===== config.mk =====
export PLATFORM = sky130hd
export DESIGN_NAME = iot_event_sched
export DESIGN_NICKNAME = d
export VERILOG_FILES = /design/src/rtl/iot_event_sched.sv
export SDC_FILE = /design/constraint.sdc
export NUM_CORES = 1
export LEC_CHECK = 0
export ABC_AREA = 1
export ABC_CLOCK_PERIOD_IN_PS = 2800
export CAP_MARGIN = 10
export CORE_MARGIN = 2
export CORE_UTILIZATION = 46
export CTS_CLUSTER_SIZE = 8
export DETAILED_ROUTE_END_ITERATION = 8
export PLACE_DENSITY = 0.84
export RECOVER_POWER = 25
export SKIP_LAST_GASP = 1
export SYNTH_ARGS = -nofsm -noshare
export SYNTH_HDL_FRONTEND = slang
export SYNTH_SLANG_ARGS = --single-unit

===== constraint.sdc =====
create_clock -name clk -period 2.8 [get_ports clk]
set_input_delay 0.28 -clock clk [delete_from_list [all_inputs] [get_ports clk]]
set_output_delay 0.28 -clock clk [all_outputs]
set_load 0.01 [all_outputs]

===== src/rtl/iot_event_sched.sv =====
// Round-robin serialiser of per-device connect/disconnect events into a
// single change/on_off strobe, with per-device active flags and a count.
// Ports:
//   clk, rst        : clock, synchronous active-high reset
//   hold            : suppress new grants while high
//   req, dir        : per-device request and event type (1 = connect)
//   ack, dropped    : one-hot grant pulse, redundant-event flag
//   change, on_off  : single-event strobe and direction to the monitor
//   active_map/cnt  : registered active flags and their popcount
module iot_event_sched #(
  parameter int N_DEV = 4,
  parameter int CNT_W = $clog2(N_DEV + 1)
) (
  input  logic             clk,
  input  logic             rst,
  input  logic             hold,
  input  logic [N_DEV-1:0] req,
  input  logic [N_DEV-1:0] dir,
  output logic [N_DEV-1:0] ack,
  output logic             dropped,
  output logic             change,
  output logic             on_off,
  output logic [N_DEV-1:0] active_map,
  output logic [CNT_W-1:0] active_cnt
);

  localparam int PTR_W = (N_DEV > 1) ? $clog2(N_DEV) : 1;

  typedef enum logic {S_ARB, S_WAIT} state_t;

  state_t             state_q, state_d;
  logic [PTR_W-1:0]   ptr_q, ptr_d;
  logic [N_DEV-1:0]   ack_q, ack_d;
  logic               dropped_q, dropped_d;
  logic               change_q, change_d;
  logic               on_off_q, on_off_d;
  logic [N_DEV-1:0]   map_q, map_d;
  logic [CNT_W-1:0]   cnt_q, cnt_d;

  logic               found;
  logic [PTR_W-1:0]   cand;
  logic [PTR_W-1:0]   gnt_idx;
  logic               grant;

  // Rotating search starting at ptr; first hit wins.
  always_comb begin
    found   = 1'b0;
    cand    = '0;
    gnt_idx = '0;
    for (int k = 0; k < N_DEV; k++) begin
      cand = PTR_W'((32'(ptr_q) + 32'(k)) % N_DEV);
      if (!found && req[cand]) begin
        found   = 1'b1;
        gnt_idx = cand;
      end
    end
  end

  assign grant = (state_q == S_ARB) && !hold && found;

  // State register.
  always_ff @(posedge clk) begin
    if (rst) begin
      state_q   <= S_ARB;
      ptr_q     <= '0;
      ack_q     <= '0;
      dropped_q <= 1'b0;
      change_q  <= 1'b0;
      on_off_q  <= 1'b0;
      map_q     <= '0;
      cnt_q     <= '0;
    end else begin
      state_q   <= state_d;
      ptr_q     <= ptr_d;
      ack_q     <= ack_d;
      dropped_q <= dropped_d;
      change_q  <= change_d;
      on_off_q  <= on_off_d;
      map_q     <= map_d;
      cnt_q     <= cnt_d;
    end
  end

  // Next-state logic.
  always_comb begin
    state_d = state_q;
    unique case (state_q)
      S_ARB:  if (grant) state_d = S_WAIT;
      S_WAIT: state_d = S_ARB;
      default: state_d = S_ARB;
    endcase
  end

  // Output / datapath next values; strobes default low so they last
  // exactly the WAIT cycle.
  always_comb begin
    ptr_d     = ptr_q;
    ack_d     = '0;
    dropped_d = 1'b0;
    change_d  = 1'b0;
    on_off_d  = 1'b0;
    map_d     = map_q;
    if (grant) begin
      ack_d[gnt_idx] = 1'b1;
      ptr_d = PTR_W'((32'(gnt_idx) + 32'd1) % N_DEV);
      if (dir[gnt_idx] != map_q[gnt_idx]) begin
        change_d        = 1'b1;
        on_off_d        = dir[gnt_idx];
        map_d[gnt_idx]  = dir[gnt_idx];
      end else begin
        dropped_d = 1'b1;
      end
    end
    // Count from the next-state map so it moves on the same edge as change.
    cnt_d = '0;
    for (int k = 0; k < N_DEV; k++) begin
      cnt_d = cnt_d + CNT_W'(map_d[k]);
    end
  end

  assign ack        = ack_q;
  assign dropped    = dropped_q;
  assign change     = change_q;
  assign on_off     = on_off_q;
  assign active_map = map_q;
  assign active_cnt = cnt_q;

endmodule


; ---- Word level (Yosys, flattened, before mapping)
; Index checks and enable logic that the tools add are counted.
[totals]
reg_bits = 17
in_bits = 11
output_inout_bits = 14
word_cells = 66
[op_classes]
add_sub_neg = 7
n_lt_le_gt_ge = 6
eq_ne = 1
mux = 29
n_bitwise = 3
reduce_logical = 12
[op_table]
columns = op, n
row1 = $lt 2x3->1 const B, 5
row2 = $mux 1, 14
row3 = $bmux 1 s2, 6
row4 = $mux 2, 4
row5 = $mux 4, 2
row6 = $logic_and 1x1->1, 6
row7 = $add 2x1->2 const B, 2
row8 = $add 2x2->2 const B, 2
row9 = $bwmux 4, 1
row10 = $logic_not 1->1, 4
row11 = $add 2x1->3, 1
row12 = $add 3x1->3, 1
row13 = $not 1->1, 3
row14 = $reduce_or 3->1, 1
row15 = $add 1x1->2, 1
row16 = $demux 1 s2, 1
row17 = $ge 2x1->1 const B, 1
row18 = $pmux 1 s2, 1
row19 = $reduce_or 2->1, 1
row20 = $ne 1x1->1, 1

; ---- Longest topological paths before layout
; Gate-level depths: netlist (run 1).
[logic_depth]
ltp_word = 22
ltp_mapped = 22

; ---- Worst setup path after synthesis (run 1)
; Ideal clock, no wire load.
[synth_timing]
path_type = reg2reg
startpoint = register ptr_q[0]
endpoint = register cnt_q[1] (netlist: active_cnt[1])
setup_ns = 0.113
arrival_ns = 2.678
required_time_ns = 2.687
path_slack_ns = 0.009
stages_incl_launch_ff = 22
synth_period_minus_slack_ns = 2.791
path_cell_list = dfxtp_1 > inv_1 > buf_6 > nand2_1 > nand3_2 > nand2_2 > nor2_8 > nand3_1 > nand3_2 > nand2_4 > inv_2 > ha_1 > inv_1 > nor2_1 > nand3_1 > nand2_1 > nand2_1 > fa_1 > ha_1 > ha_1 > inv_1 > nor2_1
[synth_via]
word_cells_on_any_way = 42
[synth_rtl]
columns = element, line_no
row1 = start: declaration, 32  ; logic [PTR_W-1:0] ptr_q, ptr_d;
row2 = start signal: assignment, 74  ; ptr_q <= ptr_d;
row3 = branches (longest 18 deep; another with $lt 2x3->1), n/a
row4 = $mux 4 (*), 103  ; if (grant) begin
row5 = via map_d[3], 37  ; logic [N_DEV-1:0] map_q, map_d;
row6 = $add 3x1->3 (*), 117  ; cnt_d = cnt_d + CNT_W'(map_d[k]);
row7 = via cnt_d[1], 38  ; logic [CNT_W-1:0] cnt_q, cnt_d;
row8 = end signal: assignment, 80  ; cnt_q <= cnt_d;
row9 = end: declaration, 38
; Mark *: on every way through the listed nets, which the timed path passes. The select of a mux whose other input is x is not followed.
; A chain may end at the register's enable or synchronous reset.

; ---- Worst setup path in the final report (run 1)
; Same ends and word-level chain as after synthesis.

==> results.md, run 1 <==
* Status: complete, but fails checks
* Failing checks: negative setup slack
* Post-Syn Area at between 1000 and 1500 µm²
* I/O pin count at 25
* Cell Count Post-Placement at 239
* Antenna Diode Count at 0
* Slowest stage cell, crit path: fa_1
* Final Power at about 3.0 mW
* CTS Sinks at 17
* Die footprint at 3100 µm²
* Area contributors post-synth: dfxtp_1 28%, nand2_1 12%, nand2_4 6.4%, ha_1 6.1%, inv_1 6.1%
* Overflow after GRT at 0
* Met1 usage at between 30 and 40%
* Area growth, synth to finish at 75.1%
* Synth Area in Compound Gates at around 4.5%
* Final WS setup at -0.291 ns
* Busiest layer in global routing: met2
* Leak at 0.977 nW
* Total wire length at about 4600 µm
* First-pass GRT wire length at roughly 7300 µm
* Startpoint types: flip-flop
* Clock root buffer: clkbuf_4
* DR iter-0 viols at 100
* Finished Layout Cells at 262
* Largest family of logic cells by synthesized area: simple AND/OR/NAND/NOR gates
* Post-synthesis cell count at ~160
* # port buffers at 24
* Post-synth EDFFs at 0
* FP Rows at 18
* Fin crit share at 110%
* Routed len/inst at ~17 µm
* Vias per inst at approximately 5.5
* Met2 Use GR at a little over half
* Max Clock Skew at between 0.008 and 0.009 ns
* Register area share after synthesis at approximately 28%
* Power Density at between 1000 and 1500 nW/µm²
* CTS tree: done
* Clk Latency, worst-skew pair at roughly 0.30 ns
* Synth Area in Simple Gates at about half
* Rel. slew slack at about two thirds
* DP HPWL at 2260 µm
* Final-layout fill cell count at ~120
* Crit-path max FO at 5
* Ys flop type: dfxtp_1
* CP top delay family: adder cells
* F_max at ~320 MHz
* Worst EP arrival at 3.33 ns
* Share of layout cells above drive strength 1 at 60.8%
* Final Hold Vio Count at 0
* Worst-path cell chain: buf_8 -> nand2_4 -> nand2_4 -> o21ai_0 -> nand3_2 -> nand3_2 -> nand2_4 -> inv_6 -> ha_4 -> inv_4 -> nor2_4 -> nand3_2 -> nand2_2 -> nand2_2 -> fa_1 -> ha_4 -> ha_4 -> inv_2 -> nor2_1
* Critical Path Sink Type: flip-flop
* Initial Util at slightly below 50%
* Die Width at ~56 µm
* Syn nets at 182
* Async S/R FF share, synth at 0%
* Commonest cells in the synthesized netlist: 40 x nand2_1, 20 x inv_1, 18 x nor2_1
* Hold Path Class: reg2reg
* Register Area at between 300 and 400 µm²
* Setup violations, final at 4
* Max_cap viols at 0
* Mux cell area share after synthesis at 0%
* Largest area contributor in the netlist: dfxtp_1
* Gp weighted congestion at ~0.94
* Total CTS buffers at 3
* Synth Area in Adders at 7.75%
* CP bufs+invs at 4
* Count of cell types in the netlist at 22
* Data required, critical path at ~3.0 ns
* Antenna violations before repair at 0
* Least-Margin Pin Slew at 0.513 ns
* Vias in the first global route at around 1,500
* Multi-input logic area at between 1000 and 1500 µm²
* Layout Nets at roughly 250
* # H-tree levels at 1
* Core box area at roughly 2500 µm²
* Met3 usage at under 10%
* Die Y at 55.7 µm
* Fin crit period at 3.09 ns
* Critical path class: reg2reg
* RSZ-0062 raised after global routing: true
* Area share of the largest cell type after synthesis at 27.7%
* Worst VDD drop at around 1.1 mV
* Largest net degree at the start of global routing at 11
* Residual DRC at 0
* Slowest Stage Delay on Critical Path at approximately 0.5 ns
* Final Max Tran Viols at 0
* Most frequent cell after synthesis: nand2_1
* Syn avg cell area at between 7 and 8 µm²
* Routed Antenna Nets at 0
* FF+latch count, synth at 17
* Total GRT Usage at a little under a third
* Hold slack at just over 0.6 ns
* CTS clk-pin slew, worst paths at approximately 0.090 ns
* Clk buf depth at 2
* Routed via count at between 1,000 and 1,500
* Synth Area in XOR/XNOR at 0%
* Yosys Warn Count at 0
* Pre-antenna DRT Iters at 5
stage by stage:
| stage | setup TNS, ns | util, % | instance area, µm² | setup slack [ns] |
|---|---|---|---|---|
| final | -0.819 | 86.0 | 2150 | -0.291 |
| after global placement | -0.985 | 66.2 | 1660 | -0.417 |
| after detailed placement | -1.38 | 66.2 | 1660 | -0.554 |
| after CTS | -0.187 | 82.5 | 2060 | -0.0919 |
| after global routing | -1.18 | 86.0 | 2150 | -0.378 |
| after floorplan | 0 | - | 1230 | 0.00885 |
power by group:
| group | total, mW | switching [mW] | internal [mW] |
|---|---|---|---|
| clock | 0.139 | 0.0830 | 0.0557 |
| combinational | 2.53 | 1.42 | 1.12 |
| sequential | 0.353 | 0.0417 | 0.311 |
| total | 3.02 | 1.54 | 1.48 |
final timing paths:
check	slack, ns	depth (start not counted)	start	endpoint
hold reg to reg	0.62	3	active_map[0]$_SDFF_PP0_	active_map[0]$_SDFF_PP0_
hold / removal	0.62	3	active_map[0]$_SDFF_PP0_	active_map[0]$_SDFF_PP0_
setup reg to reg	-0.29	19	ptr_q[0]$_SDFFE_PP0N_	active_cnt[1]$_SDFF_PP0_
setup / recovery	-0.29	19	ptr_q[0]$_SDFFE_PP0N_	active_cnt[1]$_SDFF_PP0_
flip-flops by register name, indices dropped and copies added (netlist names):
register,cells
state_q,1
ptr_q,2
active_map,4
ack,4
change,1
on_off,1
active_cnt,3
dropped,1
cells by family after synthesis:
| family | after synthesis |
|---|---|
| adders and majority gates | 7 |
| and+or+nand+nor | 106 |
| AOI/OAI and AO/OA | 7 |
| DFF | 17 |
| buffers and inverters | 27 |
per-layer routing:
metal	wire length (µm)	share of wire, %
met4	189	4.1
met2	2300	50
met1	1700	37
met5	0	0
met3	384	8.4
tightest hold or removal path: stages, from the launching register on:
cell,delay [ns]
dfxtp_1,0.35
nand2_2,0.09
buf_4,0.11
a21oi_2,0.04
layout by cell type, fill, tap and decap left out:
cell             netlist  final
buf_4                  1     37
nand2_2               12     30
nand2_1               40     18
nor2_1                18     15
dfxtp_1               17     15
clkdlybuf4s50_1        0     15
nand3_2                7     11
inv_2                  4     10
nand2_4                7      9
inv_1                 20      8
nand3_4                2      8
dlygate4sd3_1          0      6
inv_4                  0      5
ha_4                   0      5
buf_6                  2      5
nand3_1               14      4
a21oi_2                4      4
nor2_4                 0      3
clkbuf_4               0      3
nand2_8                0      2
nor2_8                 2      2
a211oi_1               2      2
dlymetal6s2s_1         0      2
nor2_2                 1      1
o21ai_0                1      1
inv_6                  0      1
and2_4                 1      1
nor3_2                 1      1
nor3_1                 1      1
fa_1                   1      1
ha_1                   6      1
clkbuf_1               0      1
dlygate4sd2_1          0      1
buf_8                  0      1
dfxtp_4                0      1
dfxtp_2                0      1
layout make-up:
| cell class | instances | area share (%) |
|---|---|---|
| Clock buffer | 4 | 1.22 |
| Inverter | 24 | 5.01 |
| Multi-Input combinational cell | 120 | 48.4 |
| Sequential cell | 17 | 16.1 |
| Tap cell | 30 | 1.75 |
| Timing Repair Buffer | 67 | 27.6 |
repair_timing:
item,in CTS,in global routing
endpoints found under the setup margin,3,4
hold buffers,0,0
gates cloned,1,0
gates resized for setup,73,19
pin swaps,29,19
setup buffers,16,3
Note: power is estimated with default switching activity, not from simulation.
==> run 2: changes to the inputs <==
- CORE_ASPECT_RATIO: default -> 2
==> run 2 against run 1 <==
Compared with the run above: the run still ends with negative setup slack left; register-to-register slack better by 0.05 ns; power is 4.0% higher; clock-buffer cell count stayed put; sequential power is 4% higher; critical path depth is 2 higher; die area is 0.81% higher; fmax is 1.7% higher; cell area is 3.2% higher; sequential share of layout area is 0.39 points lower; setup slack better by 0.051 ns.
==> results.md, run 2 (synthesized netlist as in run 1, its figures left out) <==
* Status: complete, but fails checks
* Failing checks: negative setup slack
* Rel. slew slack at just under 70%
* First-pass GRT wire length at slightly below 7000 µm
* DR iter-0 viols at 37
* Antenna Diode Count at 0
* Layout Nets at ~250
* Most common cell after layout, fill and taps aside: buf_4
* Final WS setup at -0.239 ns
* Final Max Tran Viols at 0
* RSZ-0062 raised after global routing: true
* I/O pin count at 25
* Critical path class: reg2reg
* Routed via count at about 1,400
* Clk buf depth at 2
* Gp weighted congestion at between 0.8 and 0.9
* Worst Setup SP: ptr_q[0]$_SDFFE_PP0N_
* R2r worst-path depth at 21
* Finished Layout Cells at ~260
* Overflow after GRT at 0
* CTS Hold Bufs at 0
* Setup crit end: active_cnt[1]$_SDFF_PP0_
* CTS clk-pin slew, worst paths at around 0.060 ns
* F_max at around 330 MHz
* Clock power share at roughly 6.0%
* R2R Path Start: ptr_q[0]$_SDFFE_PP0N_
* Fin crit share at 109%
* Crit-path max FO at 7
* Most frequent cells in the layout: 39 x buf_4, 35 x nand2_2, 15 x dfxtp_1
* Total CTS buffers at 3
* Hold Path Class: reg2reg
* Setup violations, final at 4
* Fin crit period at 3.04 ns
* Cell Count Post-Placement at 239
* R2r setup slk at -0.24 ns
* DP HPWL at approximately 2400 µm
* Die Width at around 41 µm
* Largest net degree at the start of global routing at 11
* Total wire length at around 5000 µm
* Data required, critical path at 2.99 ns
* Clk Latency, worst-skew pair at roughly 0.26 ns
* Routed len/inst at 18.9 µm
* Least-Margin Pin Slew at 0.465 ns
* Vias in the first global route at 1,553
* Residual DRC at 0
* Vias per inst at approximately 5.3
* Power Density at around 1400 nW/µm²
* Hold slack at between 0.6 and 0.7 ns
* P_int at ~1.6 mW
* Die Y at 77.1 µm
* DP Area at ~1700 µm²
* Final Instance Area at between 2000 and 2500 µm²
* FP Rows at 26
* Final Hold Vio Count at 0
* CTS tree: done
* Critical Path Sink Type: flip-flop
* Switching power at 1.58 mW
* Combinational power share at between 80% and 90%
* Sw Ratio at between 50% and 60%
* Core box area at 2540 µm²
* Area growth, synth to finish at 80.7%
* Worst EP arrival at roughly 3.2 ns
* Max Clock Skew at 0.00528 ns
* Initial Util at 48.4%
* Leak at 0.996 nW
* # H-tree levels at 1
* Antenna violations before repair at 0
* Routed Antenna Nets at 0
* Total GRT Usage at 32.8%
* Pre-antenna DRT Iters at 4
* Share of layout cells above drive strength 1 at 65.1%
* Clock root buffer: clkbuf_8
* # port buffers at 24
* Final Power at around 3.1 mW
* Startpoint types: flip-flop
* Worst r2r dst: active_cnt[1]$_SDFF_PP0_
* Sequential share of power at a little under an eighth
* CTS Sinks at 17
* Max_cap viols at 0
* Die footprint at about 3100 µm²
* Worst VDD drop at ~1.1 mV
run 2: worst min-delay path by stage:
stage | end | cells past startpoint | slack (ns) | start
final | active_map[2]$_SDFF_PP0_ | 3 | 0.65 | active_map[2]$_SDFF_PP0_
after detailed placement | active_map[3]$_SDFF_PP0_ | 3 | 0.59 | active_map[3]$_SDFF_PP0_
after CTS | active_map[3]$_SDFF_PP0_ | 3 | 0.60 | active_map[3]$_SDFF_PP0_
after global placement | active_map[0]$_SDFF_PP0_ | 3 | 0.57 | active_map[0]$_SDFF_PP0_
after global routing | active_map[2]$_SDFF_PP0_ | 3 | 0.68 | active_map[2]$_SDFF_PP0_
after floorplan | active_map[0]$_SDFF_PP0_ | 2 | 0.48 | rst
run 2: metal layers:
metal  GRT usage (%)  part of all wire, %
met1            24.0                   31
met2            66.2                   61
met3            2.89                  2.7
met4            18.0                  6.1
met5               0                    0
run 2: cell type report:
class                      count  area (µm²)
sequential                    17         348
fill                         135         319
clock buffer                   4        45.0
multi-input combinational    120        1080
inverter                      24         108
timing repair buffer          70         607
tap                           28        35.0
run 2: metrics by stage:
stage / util [%] / setup WS [ns] / setup TNS [ns]
5_1_grt: 87.4 / -0.319 / -0.961
3_5_place_dp: 65.7 / -0.535 / -1.33
6_report: 87.4 / -0.239 / -0.685
2_1_floorplan: - / 0.00885 / 0
3_3_place_gp: 65.7 / -0.442 / -1.06
4_1_cts: 81.6 / -0.0555 / -0.101
run 2: repair_timing:
action	CTS	global route
gates resized for setup	74	32
cloned	1	0
pin swaps	37	18
setup buffers	19	5
endpoints found under the setup margin	3	5
run 2: critical path, stage by stage (launching register included):
cell,delay (ns)
dfxtp_4,0.37
buf_6,0.14
nand2_2,0.07
nand2_2,0.07
nand2_1,0.11
nand2_2,0.08
nand2_2,0.12
nand2_2,0.09
nand2_2,0.10
nand3_4,0.14
inv_4,0.12
ha_4,0.14
inv_4,0.04
nor2_4,0.10
nand3_2,0.07
nand2_2,0.08
nand2_2,0.07
fa_1,0.53
ha_4,0.19
ha_4,0.26
inv_2,0.02
nor2_1,0.06
run 2: power groups by stage:
stage | clock [mW] | sequential [mW] | combinational, mW
6_report | 0.189 | 0.366 | 2.59
5_1_grt | 0.197 | 0.372 | 2.77
4_1_cts | 0.186 | 0.354 | 2.17
3_5_place_dp | 0 | 0.344 | 1.69
3_3_place_gp | 0 | 0.340 | 1.62
2_1_floorplan | 0 | 0.368 | 1.02
==> run 3: changes to the inputs <==
- CORE_MARGIN: 2 -> default
==> run 3 against run 2 <==
Compared with the run above: clock skew decreased by 0.0025 ns; highest routed layer unchanged; sequential cell count stayed put; sequential power fell by 2%; the run still ends with negative setup slack left; fmax shrank 3.4%; worst hold slack gained 0.025 ns; first-iteration DRC count down 11%; core utilization up 4.4 points.
==> results.md, run 3 (synthesized netlist as in run 1, its figures left out) <==
* Hold Path Class: reg2reg
* Clock root buffer: clkbuf_8
* Final Hold Vio Count at 0
* Share of layout cells above drive strength 1 at about 64%
* Cell Count Post-Placement at between 200 and 250
* Place WS at -0.578 ns
* Most common cell after layout, fill and taps aside: buf_4
* Die footprint at around 2900 µm²
* Die Y at ~75 µm
* Overflow after GRT at 0
* Status: complete, but fails checks
* CTS Sinks at 17
* Residual DRC at 0
* Area growth, synth to finish at 89.9%
* Total GRT Usage at 32.9%
* F_max at ~320 MHz
* Total CTS buffers at 3
* Critical path class: reg2reg
* # port buffers at 24
* First-pass GRT wire length at between 6000 and 7000 µm
* DR iter-0 viols at 33
* Setup_tns at -1.12 ns
* Max_cap viols at 0
* Slowest stage cell, crit path: fa_1
* Final Util at between 90% and 100%
* Least-Margin Pin Slew at about 0.46 ns
* Most frequent cells in the layout: 47 x buf_4, 26 x nand2_2, 17 x nand2_4
* Worst VDD drop at about 1.1 mV
* DP HPWL at 2390 µm
* Largest net degree at the start of global routing at 11
* Power Density at approximately 1400 nW/µm²
* Worst EP arrival at ~3.3 ns
* Antenna violations before repair at 0
* Pre-antenna DRT Iters at 3
* Core box area at 2540 µm²
* Layout Nets at 263
* Vias in the first global route at 1,477
* Clk buf depth at 2
* Critical Path Most Common Cell: nand2_2
* Hold slack at around 0.68 ns
* Routed len/inst at ~19 µm
* Crit-path max FO at 7
* Startpoint types: flip-flop
* Max Clock Skew at around 0.0027 ns
* FP Rows at 26
* Slowest Stage Delay on Critical Path at between 0.5 and 0.6 ns
* I/O pin count at 25
* Final Power at around 3.3 mW
* Failing checks: negative setup slack
* Final Max Tran Viols at 0
* CP top delay family: simple AND/OR/NAND/NOR gates
* Leak at 1.09 nW
* Final Instance Area at approximately 2300 µm²
* DP Area at about 1700 µm²
* Vias per inst at ~5.3
* Final WS setup at -0.346 ns
* CTS Hold Bufs at 0
* RSZ-0062 raised after global routing: true
* Setup violations, final at 4
* # H-tree levels at 1
* Initial Util at 48.4%
* Data required, critical path at 2.94 ns
* CP bufs+invs at 4
* Critical Path Sink Type: flip-flop
* Total wire length at between 5000 and 6000 µm
* Fin crit period at between 3 and 4 ns
* Finished Layout Cells at around 270
* Routed via count at between 1,000 and 1,500
* Clk Latency, worst-skew pair at 0.27 ns
* Antenna Diode Count at 0
* CTS tree: done
* Die Width at around 39 µm
* Rel. slew slack at 69.5%
* Routed Antenna Nets at 0
* Fin crit share at 112%
* Worst-path cell chain: inv_2 -> nand2_1 -> nand2_2 -> nand2_1 -> nand2_2 -> nand2_4 -> nand3_2 -> nand3_4 -> inv_4 -> ha_1 -> inv_2 -> nor2_4 -> nand3_2 -> nand2_2 -> nand2_2 -> fa_1 -> ha_2 -> ha_4 -> inv_1 -> nor2_1
* CTS clk-pin slew, worst paths at around 0.070 ns
* Gp weighted congestion at between 0.8 and 0.9
-- run 3: path summary, 6_finish.rpt --
path | start | to | slack, ns | cells past startpoint
setup / recovery | ptr_q[1]$_SDFFE_PP0N_ | active_cnt[1]$_SDFF_PP0_ | -0.35 | 20
hold / removal | active_map[2]$_SDFF_PP0_ | active_map[2]$_SDFF_PP0_ | 0.68 | 3
setup reg to reg | ptr_q[1]$_SDFFE_PP0N_ | active_cnt[1]$_SDFF_PP0_ | -0.35 | 20
hold reg to reg | active_map[2]$_SDFF_PP0_ | active_map[2]$_SDFF_PP0_ | 0.68 | 3
-- run 3: worst reg2reg max path: cells and delay by family (launching register included) --
kind                     cells  cell delay (ns)
adder cells (fa/ha/maj)      4             1.07
buffers and inverters        4             0.38
flip-flops                   1             0.35
AND/OR/NAND/NOR             12             1.24
-- run 3: report_power, final --
part / internal (mW) / switching [mW]
clock network: 0.0994 / 0.0941
registers: 0.311 / 0.0486
logic: 1.26 / 1.49
-- run 3: timing repair --
item,in CTS,in global routing
gates cloned,1,0
buffers inserted,25,8
setup endpoints to repair,3,5
pin swaps,35,24
gates resized for setup,71,37
-- run 3: area by class of cell --
class / instances / area [µm²]
multi-input cells: 120 / 1100
repair buffers: 79 / 698
flip-flops and latches: 17 / 345
fillers: 102 / 206
inverters: 24 / 110
clock buffers: 3 / 41.3
well taps: 28 / 35.0
clock inverters: 1 / 5.00
-- run 3: per-layer routing --
metal	vias up	GRT usage [%]	part of all wire [%]
met5	-	0	0
met2	44	68.1	59
met1	689	26.0	31
met4	0	19.5	8.1
li1	669	-	-
met3	31	2.95	2.5
